$ cat config.mk
export PLATFORM = sky130hd
export DESIGN_NAME = ex_alu_stage
export DESIGN_NICKNAME = d
export VERILOG_FILES = /design/src/rtl/ex_alu_stage.sv
export SDC_FILE = /design/constraint.sdc
export NUM_CORES = 1
export LEC_CHECK = 0
export ABC_CLOCK_PERIOD_IN_PS = 5100
export CELL_PAD_IN_SITES_DETAIL_PLACEMENT = 0
export CELL_PAD_IN_SITES_GLOBAL_PLACEMENT = 1
export CORE_ASPECT_RATIO = 1.2
export CORE_UTILIZATION = 35
export CTS_CLUSTER_DIAMETER = 150
export DETAILED_ROUTE_END_ITERATION = 10
export PLACE_DENSITY_LB_ADDON = 0.1
export SLEW_MARGIN = 20
export SYNTH_ARGS = -nofsm -noshare
export SYNTH_HDL_FRONTEND = slang
export SYNTH_SLANG_ARGS = --single-unit
$ cat constraint.sdc
create_clock -name clk -period 5.1 [get_ports clk]
set_input_delay 0.51 -clock clk [delete_from_list [all_inputs] [get_ports clk]]
set_output_delay 0.51 -clock clk [all_outputs]
set_load 0.03 [all_outputs]
$ cat src/rtl/ex_alu_stage.sv
// rtl/ex_alu_stage.sv - MIPS execute stage: forwarding, ALU, destination select, EX/MEM register
module ex_alu_stage #(
    parameter int WIDTH = 32
) (
    input  logic             clk,
    input  logic             reset,
    input  logic             stall,
    input  logic             flush,
    input  logic             in_valid,
    input  logic [3:0]       operation,
    input  logic [WIDTH-1:0] rs_data,
    input  logic [WIDTH-1:0] rt_data,
    input  logic [WIDTH-1:0] imm,
    input  logic             alu_src,
    input  logic [1:0]       fwd_a,
    input  logic [1:0]       fwd_b,
    input  logic [WIDTH-1:0] wb_data,
    input  logic [4:0]       rt_addr,
    input  logic [4:0]       rd_addr,
    input  logic             reg_dst,
    input  logic             reg_write_in,
    input  logic             mem_read_in,
    input  logic             mem_write_in,
    input  logic             mem_to_reg_in,
    output logic             out_valid,
    output logic [WIDTH-1:0] alu_result,
    output logic             zero,
    output logic [WIDTH-1:0] store_data,
    output logic [4:0]       write_reg,
    output logic             reg_write,
    output logic             mem_read,
    output logic             mem_write,
    output logic             mem_to_reg
);

    localparam logic [3:0] OP_AND = 4'b0000;
    localparam logic [3:0] OP_OR  = 4'b0001;
    localparam logic [3:0] OP_ADD = 4'b0010;
    localparam logic [3:0] OP_SUB = 4'b0110;
    localparam logic [3:0] OP_SLT = 4'b0111;
    localparam logic [3:0] OP_NOR = 4'b1100;

    logic             r_valid;
    logic [WIDTH-1:0] r_alu_result;
    logic             r_zero;
    logic [WIDTH-1:0] r_store_data;
    logic [4:0]       r_write_reg;
    logic             r_reg_write;
    logic             r_mem_read;
    logic             r_mem_write;
    logic             r_mem_to_reg;

    logic [WIDTH-1:0] w_opa;
    logic [WIDTH-1:0] w_fb;
    logic [WIDTH-1:0] w_opb;
    logic [WIDTH-1:0] w_result;
    logic [4:0]       w_dest;

    // Forward path 10 reads the EX/MEM register itself, giving back-to-back dependent ops.
    always_comb begin
        w_opa = rs_data;
        case (fwd_a)
            2'b01:   w_opa = wb_data;
            2'b10:   w_opa = r_alu_result;
            default: w_opa = rs_data;
        endcase
        w_fb = rt_data;
        case (fwd_b)
            2'b01:   w_fb = wb_data;
            2'b10:   w_fb = r_alu_result;
            default: w_fb = rt_data;
        endcase
    end

    assign w_opb  = alu_src ? imm : w_fb;
    assign w_dest = reg_dst ? rd_addr : rt_addr;

    always_comb begin
        w_result = '0;
        case (operation)
            OP_ADD:  w_result = w_opa + w_opb;
            OP_SUB:  w_result = w_opa - w_opb;
            OP_AND:  w_result = w_opa & w_opb;
            OP_OR:   w_result = w_opa | w_opb;
            OP_SLT:  w_result = {{(WIDTH-1){1'b0}}, ($signed(w_opa) < $signed(w_opb))};
            OP_NOR:  w_result = ~(w_opa | w_opb);
            default: w_result = '0;
        endcase
    end

    // Bubbles clear everything but keep zero=1 so it agrees with the cleared result.
    always_ff @(posedge clk) begin
        if (reset || flush) begin
            r_valid      <= 1'b0;
            r_alu_result <= '0;
            r_zero       <= 1'b1;
            r_store_data <= '0;
            r_write_reg  <= '0;
            r_reg_write  <= 1'b0;
            r_mem_read   <= 1'b0;
            r_mem_write  <= 1'b0;
            r_mem_to_reg <= 1'b0;
        end else if (stall) begin
            r_valid      <= r_valid;
            r_alu_result <= r_alu_result;
            r_zero       <= r_zero;
            r_store_data <= r_store_data;
            r_write_reg  <= r_write_reg;
            r_reg_write  <= r_reg_write;
            r_mem_read   <= r_mem_read;
            r_mem_write  <= r_mem_write;
            r_mem_to_reg <= r_mem_to_reg;
        end else if (!in_valid) begin
            r_valid      <= 1'b0;
            r_alu_result <= '0;
            r_zero       <= 1'b1;
            r_store_data <= '0;
            r_write_reg  <= '0;
            r_reg_write  <= 1'b0;
            r_mem_read   <= 1'b0;
            r_mem_write  <= 1'b0;
            r_mem_to_reg <= 1'b0;
        end else begin
            r_valid      <= 1'b1;
            r_alu_result <= w_result;
            r_zero       <= (w_result == '0);
            r_store_data <= w_fb;
            r_write_reg  <= w_dest;
            r_reg_write  <= reg_write_in;
            r_mem_read   <= mem_read_in;
            r_mem_write  <= mem_write_in;
            r_mem_to_reg <= mem_to_reg_in;
        end
    end

    assign out_valid  = r_valid;
    assign alu_result = r_alu_result;
    assign zero       = r_zero;
    assign store_data = r_store_data;
    assign write_reg  = r_write_reg;
    assign reg_write  = r_reg_write;
    assign mem_read   = r_mem_read;
    assign mem_write  = r_mem_write;
    assign mem_to_reg = r_mem_to_reg;

endmodule
==> flow_metrics.tcl <==
set metrics [dict create \
    num_rows 67 \
    synth_top_area_frac 0.151 \
    power_after_layout_mw 3.43 \
    syn-instance-count 1483 \
    tightestPinTransition_ns 1.08 \
    synth_top_area_cell "sky130_fd_sc_hd__dfxtp_1" \
    cts_hold_buf 0 \
    gr-total-overflow 0 \
    grt_pass1_wl_mm 75.4 \
    yosys_register_bits 75 \
    achievable-frequency_ghz 0.201 \
    critPathLaunchType "input port" \
    critPathMostFrequentCell "sky130_fd_sc_hd__buf_4" \
    worst_slew_margin_rel 0.281 \
    numClockSinks 75 \
    finalCritPeriodShare 0.974 \
    worst_ep_required_time_ns 5.36 \
    syn_area_per_cell_um2 6.70 \
    placed_cells 2372 \
    max_slew_violation_total_from_the_final_report 0 \
    max_capacitance_violation_total 0 \
    biggest_cell_delay_along_the_critical_path_ns 0.51 \
    synth_ff_type "sky130_fd_sc_hd__dfxtp_1" \
    clk_pin_slew_ns 0.06 \
    leakagePower_nw 6.96 \
    postLayoutCoreUtil 0.573 \
    rr_endpoint "zero" \
    reg2reg_depth 19 \
    cts-htree-levels 3 \
    power-per-cell-area_mw_per_mm2 214 \
    die-area_mm2 0.0291 \
    crit_slowest_cell "sky130_fd_sc_hd__clkdlybuf4s50_1" \
    synth_fa_ha_area_frac 0.136 \
    irDropWorstVdd_v 0.000175 \
    hold_start "out_valid" \
    yosysSeqAreaShare 0.151 \
    grt_pass1_vias 12776 \
    pin_count_of_the_biggest_net_entering_global_routing 51 \
    finalClockSkew_ns 0.00894 \
    count_of_vias_placed_by_the_detailed_router 13297 \
    critical_path.cell_chain "clkdlybuf4s50_1 > inv_1 > ha_4 > buf_4 > a22oi_2 > nor2_1 > a21oi_2 > o21ai_2 > buf_4 > ha_1 > or2_4 > a211o_1 > buf_4 > a211oi_2 > buf_4 > o211ai_1 > nand3_1 > o22ai_2 > a211o_1 > mux2_2 > a22o_1 > a31o_1 > a31oi_1" \
    dpl_cell_area_mm2 0.0153 \
    post_synthesis_share_of_cell_area_spent_on_and_or_nand_and_nor_gates 0.230 \
    fp.dieW_um 156 \
    worst_hold_path.num_cells 2 \
    share_of_synthesized_registers_carrying_an_async_set_or_reset 0 \
    synth-xor-area-share 0.00441 \
    dominant_combinational_cell_family_by_area_after_synthesis "compound AO/OA/AOI/OAI gates" \
    grt_antenna_before_repair 0 \
    wire_per_inst_um 21.0 \
    dr.first_iter.drc_count 1274 \
    internal_power_mw 2.04 \
    routability_driven_placement_congestion_ratio 0.975 \
    floorplan.io_pins 232 \
    switching_power_mw 1.39 \
    drt_pre_antenna_iters 6 \
    endpoint_worst_hold "out_valid" \
    finalWirelength_mm 50.3 \
    p_clk_frac 0.186 \
    ff2ff_setup_slack_ns 0.80 \
    dp.final_hpwl_mm 40.9 \
    cts-buffers-inserted 9 \
    critPathMaxFanout 8 \
    synth_warnings 0 \
    core_mm2 0.0279 \
    outcome "finished, final reports clean" \
    synth_cell_type_count 82 \
    stdcell_count 2399 \
    timing.critical_path.arrival_ns 5.23 \
    cts_tree "yes" \
    die_boundary_height_um 187 \
    layout-drive-gt1-share 0.249 \
    cts_max_path_buffers 2 \
    drtAntennaViolNets 0 \
    postSynthNetCount 1747 \
    nNetsFinal 2279 \
    cp_endpoint_kind "register" \
    synth_compound_area_frac 0.386 \
    setup_slack_ns 0.132 \
    regToRegStartpoint "alu_result[0]" \
    critPathKind "input port to register" \
    worstSkewPairLatency_ns 0.34 \
    final-hold-violation-count 0 \
    timing.hold.worst.class "register to register" \
    n_antenna_cell 0 \
    num-fill-cells 2813 \
    grt_usage 0.338 \
    power.switching_fraction 0.406 \
    place_ws_ns -0.640 \
    netlist_top_cells_area "sky130_fd_sc_hd__dfxtp_1, sky130_fd_sc_hd__ha_1, sky130_fd_sc_hd__nor2_1" \
    vias_per_cell 5.54 \
    area_growth_syn_to_layout_pct 61.1 \
    master_cell_of_the_clock_root_buffer "sky130_fd_sc_hd__clkbuf_16" \
    postLayoutCellArea_mm2 0.0160 \
    drc 0 \
    power.share.sequential 0.178 \
    post_synth_edffs 0 \
    finalWorstPathRequiredPeriod_ns 4.97 \
    port_buffers 231 \
    post_synth_design_cell_area_mm2 0.00994 \
    synthMuxAreaShare 0.00818 \
    share_comb_of_total_power 0.636 \
    initial_core_util 0.356 \
    report.final.setup_viol 0 \
]
==> worst max path at each step <==
stage,endpoint,slack (ns),start,cells after the start
detailed placement,zero,-0.64,fwd_b[0],23
floorplan,zero,0.37,fwd_b[0],20
global route,zero,-0.02,fwd_b[0],24
global placement,zero,-0.57,fwd_b[0],25
CTS,zero,0.002,fwd_b[0],20
finish,zero,0.13,fwd_b[0],23
==> synth_stat cells (all sizes together) (6+ instances only) <==
| cell type | number |
|---|---|
| a221oi | 21 |
| nand2b | 11 |
| nand2 | 115 |
| and2 | 8 |
| a22oi | 100 |
| nor3 | 28 |
| dfxtp | 75 |
| nand3 | 18 |
| a311oi | 6 |
| o211a | 7 |
| o21a | 12 |
| a221o | 12 |
| clkbuf | 74 |
| nor4 | 16 |
| or2 | 13 |
| nor2b | 15 |
| a32oi | 7 |
| buf | 32 |
| inv | 102 |
| nor3b | 6 |
| nand4 | 10 |
| or3 | 7 |
| o31ai | 12 |
| o21ai | 108 |
| o22ai | 8 |
| o21bai | 7 |
| nor2 | 244 |
| o221a | 7 |
| mux2i | 7 |
| a21o | 24 |
| o2111ai | 6 |
| o31a | 6 |
| a31oi | 12 |
| a21oi | 148 |
| ha | 105 |
| a211oi | 15 |
==> power by group through the flow <==
stage / Sequential (mW) / Combinational [mW] / Clock [mW]
5_1_grt: 0.613 / 2.34 / 0.665
3_5_place_dp: 0.624 / 2.03 / 0
4_1_cts: 0.611 / 2.07 / 0.646
3_3_place_gp: 0.624 / 2.03 / 0
2_1_floorplan: 0.645 / 0.935 / 0
6_report: 0.612 / 2.18 / 0.638
==> cell families (layout without fill, tap and decap cells) <==
group                    count (synthesis)  count (layout)
AO/OA/AOI/OAI                          569             569
adder cells (fa/ha/maj)                107             107
AND/OR/NAND/NOR                        509             509
multiplexers                             8               8
flip-flops                              75              75
XOR/XNOR                                 5               5
buffers and inverters                  210             747
==> through the flow <==
| stage | TNS [ns] | hold WS, ns |
|---|---|---|
| after floorplan | 0 | 0.595 |
| after global placement | -2.46 | 0.457 |
| after detailed placement | -2.46 | 0.464 |
| after CTS | 0 | 0.473 |
| after global routing | -0.0454 | 0.505 |
| final | 0 | 0.472 |
==> placed cells by master (no fill, tap or decap), types with 8 or more instances in the layout <==
| cell | synthesis | routed |
|---|---|---|
| sky130_fd_sc_hd__clkbuf_16 | 0 | 10 |
| sky130_fd_sc_hd__or2_2 | 10 | 9 |
| sky130_fd_sc_hd__a221oi_1 | 20 | 17 |
| sky130_fd_sc_hd__a22oi_1 | 100 | 99 |
| sky130_fd_sc_hd__a21o_1 | 24 | 24 |
| sky130_fd_sc_hd__o21a_1 | 12 | 12 |
| sky130_fd_sc_hd__buf_12 | 0 | 8 |
| sky130_fd_sc_hd__clkdlybuf4s50_1 | 0 | 228 |
| sky130_fd_sc_hd__nor4_1 | 16 | 12 |
| sky130_fd_sc_hd__nand3_1 | 18 | 18 |
| sky130_fd_sc_hd__nand2_1 | 115 | 115 |
| sky130_fd_sc_hd__o31ai_1 | 12 | 9 |
| sky130_fd_sc_hd__nand2b_1 | 11 | 10 |
| sky130_fd_sc_hd__o21ai_0 | 106 | 89 |
| sky130_fd_sc_hd__nor2_1 | 244 | 243 |
| sky130_fd_sc_hd__dfxtp_1 | 75 | 75 |
| sky130_fd_sc_hd__buf_4 | 0 | 385 |
| sky130_fd_sc_hd__a21oi_1 | 148 | 134 |
| sky130_fd_sc_hd__a221o_1 | 12 | 12 |
| sky130_fd_sc_hd__ha_1 | 105 | 96 |
| sky130_fd_sc_hd__o21ai_1 | 2 | 14 |
| sky130_fd_sc_hd__a31oi_1 | 12 | 10 |
| sky130_fd_sc_hd__nor3_1 | 28 | 24 |
| sky130_fd_sc_hd__nand4_1 | 10 | 10 |
| sky130_fd_sc_hd__a211oi_1 | 14 | 12 |
| sky130_fd_sc_hd__inv_1 | 102 | 102 |
| sky130_fd_sc_hd__a21oi_2 | 0 | 14 |
| sky130_fd_sc_hd__nor2b_1 | 14 | 12 |
==> metal layers <==
| metal | GRT usage | wire length (µm) |
|---|---|---|
| met2 | 0.550 | 23000 |
| met5 | 0 | 0 |
| met1 | 0.462 | 22500 |
| met4 | 0.0777 | 1100 |
| met3 | 0.0581 | 3710 |
==> what timing repair did <==
item,CTS,global route
gates cloned,0,1
gates resized for setup,23,63
endpoints found under the setup margin,2,4
pin swaps,3,21
buffers inserted,0,10
==> critical path, delay by kind of cell <==
kind,cells,cell delay (ns)
AND/OR/NAND/NOR,3,0.55
adder cells (fa/ha/maj),2,0.49
AO/OA/AOI/OAI,11,2.16
multiplexers,1,0.26
buffers and inverters,6,1.25
==> cell type report <==
class / instances / area (µm²) / area share
Inverter: 104 / 390 / 0.0244
Tap cell: 379 / 474 / 0.0296
Clock inverter: 2 / 35.0 / 0.00219
Sequential cell: 75 / 1500 / 0.0938
Timing Repair Buffer: 627 / 5400 / 0.337
Multi-Input combinational cell: 1198 / 7950 / 0.497
Clock buffer: 14 / 254 / 0.0159
Power figures use the tool's default switching activity.
==> variant 1: new RTL, config.mk and constraints unchanged <==
The parameter `WIDTH` goes from 32 to 24.
--- a/src/rtl/ex_alu_stage.sv
+++ b/src/rtl/ex_alu_stage.sv
@@ -1,6 +1,6 @@
 // rtl/ex_alu_stage.sv - MIPS execute stage: forwarding, ALU, destination select, EX/MEM register
 module ex_alu_stage #(
-    parameter int WIDTH = 32
+    parameter int WIDTH = 24
 ) (
     input  logic             clk,
     input  logic             reset,
Interface: changed (6 resized); port bits go from 232 to 184. The function was not compared with the original's and may differ.
==> variant 1 against the original RTL <==
- maximum frequency rose by 2.6%
- setup slack improved by 120 ps
- routed wire length fell by 34%
- total power fell by 29%
- highest routed layer unchanged
- via count fell by 29%
- synthesized area fell by 25%
- cell area fell by 32%
- synthesized cell count fell by 25%
- sequential cell count fell by 16
- non-clock buffer count fell by 289
- critical path type unchanged
==> variant 1: results <==
[clock_network]
root_buffer = "clkbuf_16"
cts_resized = 0
htree_num_levels = 3

[synthesis]
yosysSeqAreaShare_pct = 15.9
yosysWarnings = 0
postSynthNetCount = 1319
synth_common_cells = "165 x nor2_1, 112 x a21oi_1, 100 x nand2_1, 91 x a22oi_1"
synthTopCellsByArea = "dfxtp_1 16%, ha_1 13%, a22oi_1 9.2%"
synth.distinct_cells = 68

[grt]
grt_max_degree = 61
grt_pass1_wl_um = 50900
grtUsageTotal_pct = 30.4
grt_pass1_vias = 9167

[setup_path]
arrival_ps = 5100
path_delay_family = "compound AO/OA/AOI/OAI gates"
cp_max_fo = 16
critPathSlowestCell = "o21ai_0"
critPathMaxStageDelay_ps = 530

[final_layout]
nets = 1584
drive_above_1_share_pct = 14.9
num_antenna_cells = 0

[run_status]
outcome = "finished, final reports clean"

[sta]
skew_ps = 9.32
tightestPinTransition_ps = 1040

[detailed_routing]
drt_pass1_iterations = 8
vias = 9405
drt_iter0_drc = 689
wl_um = 33200

[placement]
dp_hpwl_um = 26700
gp_congestion = 0.935
portBuffers = 183
pre_cts_slack_ps = -186

[pwr]
ir_drop_mv = 0.242
p_leak_nw = 4.47
variant 1: cell count changes in the layout (fill, tap and decap cells not counted), moves of 13 or more:
cell             change
dfxtp_1             -16
clkdlybuf4s50_1     -46
buf_4              -232
nand2_1             -15
a21o_1              -16
nor2_1              -78
a221oi_1            -13
ha_1                -21
a21oi_1             -27
inv_1               -23
variant 1: cell type report:
type / instances / area [um^2]
fill: 2174 / 10000
multi-input combinational: 892 / 5700
timing repair buffer: 338 / 3010
sequential: 59 / 1180
tap: 270 / 338
inverter: 80 / 300
clock buffer: 9 / 225
clock inverter: 7 / 100
variant 1: worst paths after layout:
kind / start / endpoint / slack [ps] / cells past startpoint
min: out_valid / out_valid / 470 / 2
max: fwd_a[1] / zero / 260 / 17
max reg2reg: alu_result[0] / zero / 730 / 15
min reg2reg: out_valid / out_valid / 470 / 2
variant 1: where the power goes:
group	total, mW	switching [mW]	internal [mW]
clock network	0.656	0.226	0.430
logic	1.31	0.726	0.586
registers	0.480	0.00903	0.471
total	2.45	0.961	1.49
variant 1: routing by layer:
metal	vias up	share of wire [%]	GRT usage (%)
met5	-	0	0
met3	64	6.7	5.43
li1	4566	-	-
met1	4403	44	39.7
met2	372	46	49.6
met4	0	3.1	10.7
variant 1: stage by stage:
step	cell area, um^2	util, %	hold slack [ps]	cells
finish	10900	51.9	470	1655
detailed placement	10400	50.0	459	1639
floorplan	7430	-	595	1115
global placement	10400	50.0	453	1639
CTS	10800	51.5	471	1655
global route	10900	51.9	486	1655
variant 1: logic make-up after synthesis:
| logic type | synth area share [%] |
|---|---|
| simple gates | 22.6 |
| mux | 1.63 |
| compound gates | 37.6 |
| xor+xnor | 0.118 |
| buf+inv | 8.57 |
| flops | 15.9 |
| fa+ha+maj | 13.5 |
==> variant 2: new RTL, same settings <==
Made on the original files. Remove the case item `OP_ADD` of the case on `operation`.
--- a/src/rtl/ex_alu_stage.sv
+++ b/src/rtl/ex_alu_stage.sv
@@ -78,7 +78,6 @@
     always_comb begin
         w_result = '0;
         case (operation)
-            OP_ADD:  w_result = w_opa + w_opb;
             OP_SUB:  w_result = w_opa - w_opb;
             OP_AND:  w_result = w_opa & w_opb;
             OP_OR:   w_result = w_opa | w_opb;
Check against the original RTL: not equivalent (Yosys sat finds a counterexample within 4 cycles, from zero or initial values).
==> variant 2 against the original RTL <==
- register-to-register slack improved by 40 ps
- hold slack got worse by 9.2 ps
- clock power decreased by 7.1%
- critical path depth decreased by 4
- total power decreased by 29%
- via count decreased by 25%
- synthesized area decreased by 16%
- routed wire length decreased by 25%
- setup slack improved by 97 ps
- cell area decreased by 26%
- utilization decreased by 6.9 points
- sequential power decreased by 2%
- sequential cell count unchanged
- critical path type unchanged
- highest routed layer unchanged
==> variant 2: results <==
[run_status]
outcome = "finished, final reports clean"

[clock_network]
clkLatencyLatePin_ps = 340
htree_num_levels = 3

[final_layout]
nFillCells = 2465
nets = 1728
num_antenna_cells = 0
drive_above_1_share_pct = 9.83

[synthesis]
synthMuxAreaShare_pct = 0.956
yosysSeqAreaShare_pct = 17.9
postSynthNetCount = 1477
synthAdderAreaFrac_pct = 15.2
synth_common_cells = "183 x nor2_1, 124 x a21oi_1, 118 x a22oi_1, 109 x nand2_1, 100 x ha_1"
synth.distinct_cells = 72
yosysWarnings = 0
synth_compound_area_share_pct = 35.7
syn_avg_cell_area_um2 = 6.87
synthTopCellsByArea = "dfxtp_1 18%, ha_1 15%, a22oi_1 11%"
synth_xor_area_share_pct = 1.45

[setup_path]
worst-r2r-cell-count = 16
cp_max_fo = 21
crit-reg2reg-launch = "alu_result[0]"
ff2ff_setup_slack_ps = 840
arrival_ps = 5160
r2r_end = "zero"

[placement]
dp_hpwl_um = 30300
post_dp_cell_area_um2 = 11500
pre_cts_slack_ps = -139
gp_congestion = 0.897
portBuffers = 231
numPlacedInstances = 1774

[detailed_routing]
drt_pass1_iterations = 7
dr_wl_met3_um = 1680
met1_length_um = 14500
vias = 9998
wl_met2_um = 20000
drt_iter0_drc = 524
avgViaCountPerCell = 5.59
wl_per_cell_um = 21.1

[grt]
use_met3_pct = 3.15
gr-usage-met1_pct = 33.5
grtUsageTotal_pct = 30.4
grt_pass1_wl_um = 56000
use_met2_pct = 58.4
grt_pass1_vias = 9728
grt_max_degree = 77

[pwr]
power.switching_mw = 0.988
powerDensity_nw_per_um2 = 207
pg_clk_mw = 0.593
ir_drop_mv = 0.139
p_leak_nw = 4.69
pg_seq_mw = 0.601

[min_path]
worstHoldPathCells = 2
hold_end = "out_valid"

[sta]
maxSlewHeadroom_pct = 40.6
skew_ps = 11.8
whs_ps = 463
==> variant 2: cell count changes after synthesis, moves of 9 or more <==
| cell | unedited run | this run |
|---|---|---|
| buf_2 | 21 | 9 |
| a221o_1 | 12 | 1 |
| nor2_1 | 244 | 183 |
| nor3_1 | 28 | 19 |
| a22oi_1 | 100 | 118 |
| inv_1 | 102 | 84 |
| o22ai_1 | 8 | 23 |
| a21oi_1 | 148 | 124 |
| o21ai_0 | 106 | 77 |
| a221oi_1 | 20 | 1 |
| a21o_1 | 24 | 4 |
==> variant 2: final cells by class <==
| class | count | area (um^2) | share of cell area [%] |
|---|---|---|---|
| flip-flops and latches | 75 | 1500 | 12.7 |
| multi-input cells | 970 | 6240 | 53.0 |
| clock inverters | 6 | 41.3 | 0.350 |
| well taps | 315 | 394 | 3.34 |
| clock buffers | 10 | 229 | 1.94 |
| inverters | 87 | 327 | 2.77 |
| repair buffers | 327 | 3050 | 25.9 |
==> variant 2: worst min-delay path, cell delays in order (launching register included) <==
cell	delay [ps]
dfxtp_1	310
nand2_1	60
a21oi_1	50
==> variant 2: worst max path at each step <==
stage                         from  endpoint  slack (ps)
after floorplan           fwd_b[0]      zero         770
after global placement    fwd_b[1]      zero           1
after detailed placement  fwd_b[1]      zero        -140
after CTS                 fwd_b[1]      zero         210
after global routing      fwd_b[1]      zero           3
final                     fwd_b[1]      zero         230
==> variant 2: cell families (layout without fill, tap and decap cells) <==
kind of cell | Yosys count | in the layout
multiplexers | 8 | 8
AND/OR/NAND/NOR | 396 | 396
buffers and inverters | 174 | 430
AO/OA/AOI/OAI | 452 | 452
XOR/XNOR | 13 | 13
adder cells (fa/ha/maj) | 101 | 101
flip-flops | 75 | 75
==> variant 2: what timing repair did <==
item                       in CTS  in global routing
buffers inserted                0                  0
setup endpoints to repair       0                  1
resized for setup               0                  5
